### src/rtl/mul_seq_nbit.sv
// mul_seq_nbit: iterative shift-add multiplier, one multiplier bit per clock.
// Operands are accepted on an in_valid/in_ready handshake and the product is
// offered on an out_valid/out_ready handshake. Signed mode multiplies
// magnitudes and fixes the sign in a single correction cycle.
// Optional build macro: MUL_SEQ_HI_PRODUCT_EN adds the P_HI output (upper
// WIDTH bits of the full product).
module mul_seq_nbit #(
    parameter int WIDTH = 32,
    parameter int CNT_W = $clog2(WIDTH + 1)
) (
    input  logic             clk,
    input  logic             rst,
    input  logic             in_valid,
    output logic             in_ready,
    input  logic [WIDTH-1:0] A,
    input  logic [WIDTH-1:0] B,
    input  logic             is_signed,
    output logic             out_valid,
    input  logic             out_ready,
    output logic [WIDTH-1:0] P,
`ifdef MUL_SEQ_HI_PRODUCT_EN
    output logic [WIDTH-1:0] P_HI,
`endif
    output logic             busy
);

    typedef enum logic [1:0] {
        ST_IDLE = 2'd0,
        ST_BUSY = 2'd1,
        ST_FIX  = 2'd2,
        ST_DONE = 2'd3
    } state_t;

    // Unsigned magnitude; the most negative value maps onto 2^(WIDTH-1).
    function automatic logic [WIDTH-1:0] magnitude(input logic [WIDTH-1:0] v,
                                                   input logic             sgn);
        if (sgn && v[WIDTH-1]) begin
            return ~v + WIDTH'(1);
        end else begin
            return v;
        end
    endfunction

    state_t               state_r;
    state_t               state_nx_s;
    logic [2*WIDTH-1:0]   acc_r;      // upper half: partial sum, lower half: multiplier bits
    logic [WIDTH-1:0]     mcand_r;
    logic                 neg_r;
    logic [CNT_W-1:0]     cnt_r;
    logic [WIDTH-1:0]     p_r;
    logic                 in_ready_r;
    logic                 out_valid_r;
    logic                 busy_r;
    logic                 last_bit_s;
    logic [WIDTH:0]       sum_s;
    logic [WIDTH-1:0]     prod_lo_s;
`ifdef MUL_SEQ_HI_PRODUCT_EN
    logic [WIDTH-1:0]     p_hi_r;
    logic [2*WIDTH-1:0]   prod_s;
`endif

    assign last_bit_s = (cnt_r == CNT_W'(WIDTH - 1));

    // Next-state logic for the IDLE -> BUSY -> FIX -> DONE sequence.
    always_comb begin
        state_nx_s = state_r;
        case (state_r)
            ST_IDLE: begin
                if (in_valid) begin
                    state_nx_s = ST_BUSY;
                end else begin
                    state_nx_s = ST_IDLE;
                end
            end
            ST_BUSY: begin
                if (last_bit_s) begin
                    state_nx_s = ST_FIX;
                end else begin
                    state_nx_s = ST_BUSY;
                end
            end
            ST_FIX: begin
                state_nx_s = ST_DONE;
            end
            ST_DONE: begin
                if (out_ready) begin
                    state_nx_s = ST_IDLE;
                end else begin
                    state_nx_s = ST_DONE;
                end
            end
            default: begin
                state_nx_s = ST_IDLE;
            end
        endcase
    end

    // State register.
    always_ff @(posedge clk) begin
        if (rst) begin
            state_r <= ST_IDLE;
        end else begin
            state_r <= state_nx_s;
        end
    end

    // Handshake/status outputs registered from the next state so they line up with it.
    always_ff @(posedge clk) begin
        if (rst) begin
            in_ready_r  <= 1'b1;
            out_valid_r <= 1'b0;
            busy_r      <= 1'b0;
        end else begin
            in_ready_r  <= (state_nx_s == ST_IDLE);
            out_valid_r <= (state_nx_s == ST_DONE);
            busy_r      <= (state_nx_s == ST_BUSY) || (state_nx_s == ST_FIX);
        end
    end

    // One shift-add step: add the multiplicand when the current multiplier LSB is set.
    always_comb begin
        sum_s = {1'b0, acc_r[2*WIDTH-1:WIDTH]};
        if (acc_r[0]) begin
            sum_s = {1'b0, acc_r[2*WIDTH-1:WIDTH]} + {1'b0, mcand_r};
        end else begin
            sum_s = {1'b0, acc_r[2*WIDTH-1:WIDTH]};
        end
    end

`ifdef MUL_SEQ_HI_PRODUCT_EN
    // Sign correction over the full double-width product.
    always_comb begin
        prod_s = acc_r;
        if (neg_r) begin
            prod_s = ~acc_r + (2*WIDTH)'(1);
        end else begin
            prod_s = acc_r;
        end
        prod_lo_s = prod_s[WIDTH-1:0];
    end
`else
    // Sign correction of the low half only; the low bits of a negation do not depend on the high bits.
    always_comb begin
        prod_lo_s = acc_r[WIDTH-1:0];
        if (neg_r) begin
            prod_lo_s = ~acc_r[WIDTH-1:0] + WIDTH'(1);
        end else begin
            prod_lo_s = acc_r[WIDTH-1:0];
        end
    end
`endif

    // Datapath: operand latch, iterative accumulate/shift, and result capture in FIX.
    always_ff @(posedge clk) begin
        if (rst) begin
            acc_r   <= '0;
            mcand_r <= '0;
            neg_r   <= 1'b0;
            cnt_r   <= '0;
            p_r     <= '0;
`ifdef MUL_SEQ_HI_PRODUCT_EN
            p_hi_r  <= '0;
`endif
        end else begin
            case (state_r)
                ST_IDLE: begin
                    if (in_valid) begin
                        mcand_r <= magnitude(A, is_signed);
                        acc_r   <= {{WIDTH{1'b0}}, magnitude(B, is_signed)};
                        neg_r   <= is_signed & (A[WIDTH-1] ^ B[WIDTH-1]);
                        cnt_r   <= '0;
                    end else begin
                        cnt_r   <= '0;
                    end
                end
                ST_BUSY: begin
                    acc_r <= {sum_s, acc_r[WIDTH-1:1]};
                    if (last_bit_s) begin
                        cnt_r <= '0;
                    end else begin
                        cnt_r <= cnt_r + CNT_W'(1);
                    end
                end
                ST_FIX: begin
                    p_r    <= prod_lo_s;
`ifdef MUL_SEQ_HI_PRODUCT_EN
                    p_hi_r <= prod_s[2*WIDTH-1:WIDTH];
`endif
                end
                default: begin
                    cnt_r <= cnt_r;
                end
            endcase
        end
    end

    assign in_ready  = in_ready_r;
    assign out_valid = out_valid_r;
    assign busy      = busy_r;
    assign P         = p_r;
`ifdef MUL_SEQ_HI_PRODUCT_EN
    assign P_HI      = p_hi_r;
`endif

endmodule
### config.mk
export PLATFORM = sky130hd
export DESIGN_NAME = mul_seq_nbit
export DESIGN_NICKNAME = d
export VERILOG_FILES = /design/src/rtl/mul_seq_nbit.sv
export SDC_FILE = /design/constraint.sdc
export NUM_CORES = 1
export LEC_CHECK = 0
export ABC_AREA = 1
export BUFFER_PORTS_ARGS = -buffer_cell sky130_fd_sc_hd__buf_4
export CAP_MARGIN = 25
export CELL_PAD_IN_SITES_DETAIL_PLACEMENT = 1
export CELL_PAD_IN_SITES_GLOBAL_PLACEMENT = 2
export CORE_MARGIN = 2
export CORE_UTILIZATION = 30
export DETAILED_ROUTE_END_ITERATION = 10
export PLACE_DENSITY = 0.85
export SLEW_MARGIN = 10
export SYNTH_ARGS = -nofsm -noshare
export SYNTH_HDL_FRONTEND = slang
export SYNTH_SLANG_ARGS = --single-unit
### constraint.sdc
create_clock -name clk -period 2.35 [get_ports clk]
set_clock_uncertainty 0.2 [all_clocks]
set_input_delay 0.1175 -clock clk [delete_from_list [all_inputs] [get_ports clk]]
set_output_delay 0.1175 -clock clk [all_outputs]
set_load 0.1 [all_outputs]
==> impl_metrics.json <==
{
  "finalCriticalPeriod_ns": 2.25,
  "syn_area_sq_um": 10600,
  "fmax_mhz": 444,
  "cp-start-kind": "flop",
  "hp-start": "A[28]",
  "die_h_um": 192,
  "timing.rr.start": "acc_r[32]$_SDFFE_PP0P_",
  "end_kind": "flop",
  "timing.hold.ws_ns": -0.0236,
  "numCtsBuffers": 17,
  "io_pins": 104,
  "synth_seq_cells": 140,
  "avgViaCountPerCell": 4.94,
  "die_w_um": 192,
  "rows": 68,
  "hpwl_um": 30100,
  "grt_usage_pct": 21.7,
  "cts_tree": "built",
  "clk_path_buf_depth": 2,
  "clock-sinks": 140,
  "fin_area_sq_um": 13500,
  "gp_congestion": 0.851,
  "grt_pass1_vias": 11700,
  "multi_input_comb_area_sq_um": 6750,
  "antenna_found_initial": 0,
  "drv_cap": 0,
  "required_ns": 2.45,
  "grt_max_degree": 93,
  "critical_path_arrival_ns": 2.35,
  "r2r_cells": 13,
  "holdPathStages": 6,
  "use_met2_pct": 32.4,
  "seq_area_frac_synth_pct": 26.4,
  "syn_avg_cell_area_sq_um": 5.99,
  "ant_nets": 0,
  "worstPathMaxFanout": 3,
  "hold_class": "in2reg",
  "synth-edff-count": 0,
  "dieArea_sq_um": 37000,
  "max_slew.worst_pin.slew_ns": 0.545,
  "drtIter0Drc": 590,
  "period_share_pct": 95.9,
  "hold_viol_final": 1,
  "busiest_layer": "met1",
  "violations": "negative hold slack",
  "use_met3_pct": 2.66,
  "synthArstFlopShare_pct": 0,
  "diodes": 0,
  "dr.pass1.iters": 5,
  "cts_htree_levels": 4,
  "min_to": "mcand_r[31]$_SDFFE_PP0P_",
  "power_density_nw_per_um2": 534,
  "synth_top_cell_area_share_pct": 26.4,
  "drive_gt1_share_pct": 14.7,
  "synth.top_cells.by_count": "nand2_1, inv_1, nor2_1",
  "rrSetupSlack_ns": 0.1,
  "synth.area.top_cells": "dfxtp_1, nand2_1, inv_1",
  "area_growth_pct": 27.3,
  "drcViolationCount": 0,
  "port_buffers": 103,
  "synth_ff_type": "dfxtp_1",
  "fin_total_pwr_mw": 7.23,
  "setup_viol": 0,
  "ys_warn_count": 0,
  "ir_worst_vdd_v": 0.000396,
  "grt_overflow": 0,
  "root_buffer": "clkbuf_16",
  "core_area_sq_um": 34700,
  "dp_slack_ns": -0.0127,
  "syn_nets": 1882,
  "syn_inst": 1774,
  "max_slew_margin_pct": 63.7,
  "seq_area_sq_um": 2810,
  "yosysTopAreaCell": "dfxtp_1",
  "finalWorstSetupSlack_ns": 0.0970,
  "use_met1_pct": 32.8,
  "grt_pass1_wl_um": 63200,
  "fin_nets": 2049,
  "fin_util_pct": 39.0,
  "slew_viol_final": 0,
  "nFillCells": 4605,
  "criticalPathCategory": "reg2reg",
  "yosys.cell_types.count": 49,
  "status": "complete, but fails checks",
  "dpl_cell_area_sq_um": 12000,
  "start_util_pct": 30.6,
  "r2r_end": "acc_r[61]$_SDFFE_PP0P_",
  "post_drt_wl_per_cell_um": 16.5,
  "clock_latency_ns": 0.43,
  "vias": 11900,
  "p_leak_nw": 6.29,
  "yosysMostFrequentCell": "nand2_1",
  "wirelength_um": 39700,
  "clk_pin_slew_ns": 0.07
}
[report_power, final]
part           internal [mW]  total (mW)  switching, mW
Combinational          0.645        1.72           1.07
Clock                   1.67        2.84           1.17
Sequential              2.50        2.67          0.167
[layer usage]
| layer | vias up | share of wire, % |
|---|---|---|
| met1 | 5652 | 52 |
| met4 | 0 | 1.3 |
| met2 | 214 | 43 |
| li1 | 5993 | - |
| met3 | 30 | 3.5 |
| met5 | - | 0 |
[worst max-delay path by stage]
stage / slack (ns) / depth (start not counted) / start / endpoint
2_1_floorplan: 0.29 / 12 / acc_r[32]$_SDFFE_PP0P_ / acc_r[59]$_SDFFE_PP0P_
3_3_place_gp: 0.02 / 10 / acc_r[57]$_SDFFE_PP0P_ / acc_r[58]$_SDFFE_PP0P_
3_5_place_dp: -0.01 / 10 / acc_r[57]$_SDFFE_PP0P_ / acc_r[58]$_SDFFE_PP0P_
4_1_cts: 0.009 / 10 / A[0] / mcand_r[31]$_SDFFE_PP0P_
5_1_grt: -0.008 / 13 / acc_r[32]$_SDFFE_PP0P_ / acc_r[61]$_SDFFE_PP0P_
6_report: 0.1 / 13 / acc_r[32]$_SDFFE_PP0P_ / acc_r[61]$_SDFFE_PP0P_
[layout make-up]
cell class | instances | area share, %
multi-input combinational | 1305 | 49.9
sequential | 140 | 20.8
timing repair buffer | 210 | 13.3
inverter | 267 | 7.46
tap | 455 | 4.21
clock buffer | 18 | 3.17
clock inverter | 13 | 1.24
[state kept, by name (all words and copies together), names as in the netlist]
name       count
P             32
state_r        2
neg_r          1
busy           1
cnt_r          6
in_ready       1
out_valid      1
mcand_r       32
acc_r         64
[cells in the final DEF (no fill, tap or decap), drive strengths merged, types with 7 or more instances in the layout]
master	synthesis	final
clkbuf	34	19
o211ai	16	16
nand4	15	15
o221ai	7	7
buf	28	143
xnor2	13	13
a31oi	13	13
dfxtp	140	140
a22oi	19	19
inv	265	266
nand3	136	136
o21ai	107	107
ha	38	38
a21oi	138	138
dlygate4sd3	0	66
nand2	478	478
xor2	31	31
nor3	19	19
nor2	244	244
[worst max-delay path, cell delays in order (launching register included)]
cell,delay (ns)
dfxtp_1,0.34
ha_2,0.21
fa_1,0.38
buf_4,0.17
nand2_1,0.06
nand3_1,0.14
nand2_1,0.11
nand2_2,0.11
nand2_1,0.11
nand2_1,0.05
nand2_1,0.06
nand3_1,0.06
nand2_1,0.06
a21oi_1,0.06
[stage by stage]
stage / setup TNS [ns] / hold slack (ns) / instances
4_1_cts: 0 / 0.0615 / 2404
3_5_place_dp: -0.0127 / 0.193 / 2305
2_1_floorplan: 0 / 0.0554 / 1774
6_report: 0 / -0.0236 / 2408
5_1_grt: -0.00795 / 0.0305 / 2408
3_3_place_gp: 0 / 0.186 / 2305
[logic make-up after synthesis]
| kind of cell | Yosys count | share of synthesized area, % |
|---|---|---|
| and+or+nand+nor | 911 | 36.7 |
| buffers and inverters | 329 | 12.1 |
| AOI/OAI and AO/OA | 311 | 16.5 |
| DFF | 140 | 26.4 |
| xor gates and xnor gates | 44 | 3.62 |
| adders and majority gates | 39 | 4.66 |
[repair_timing]
action	4_1_cts	5_1_grt
setup endpoints to repair	5	29
hold buffers	68	0
pin swaps	0	11
buffers inserted	0	5
gates resized for setup	3	56
hold endpoints to repair	69	0
gates cloned	0	1
Power figures use the tool's default switching activity.
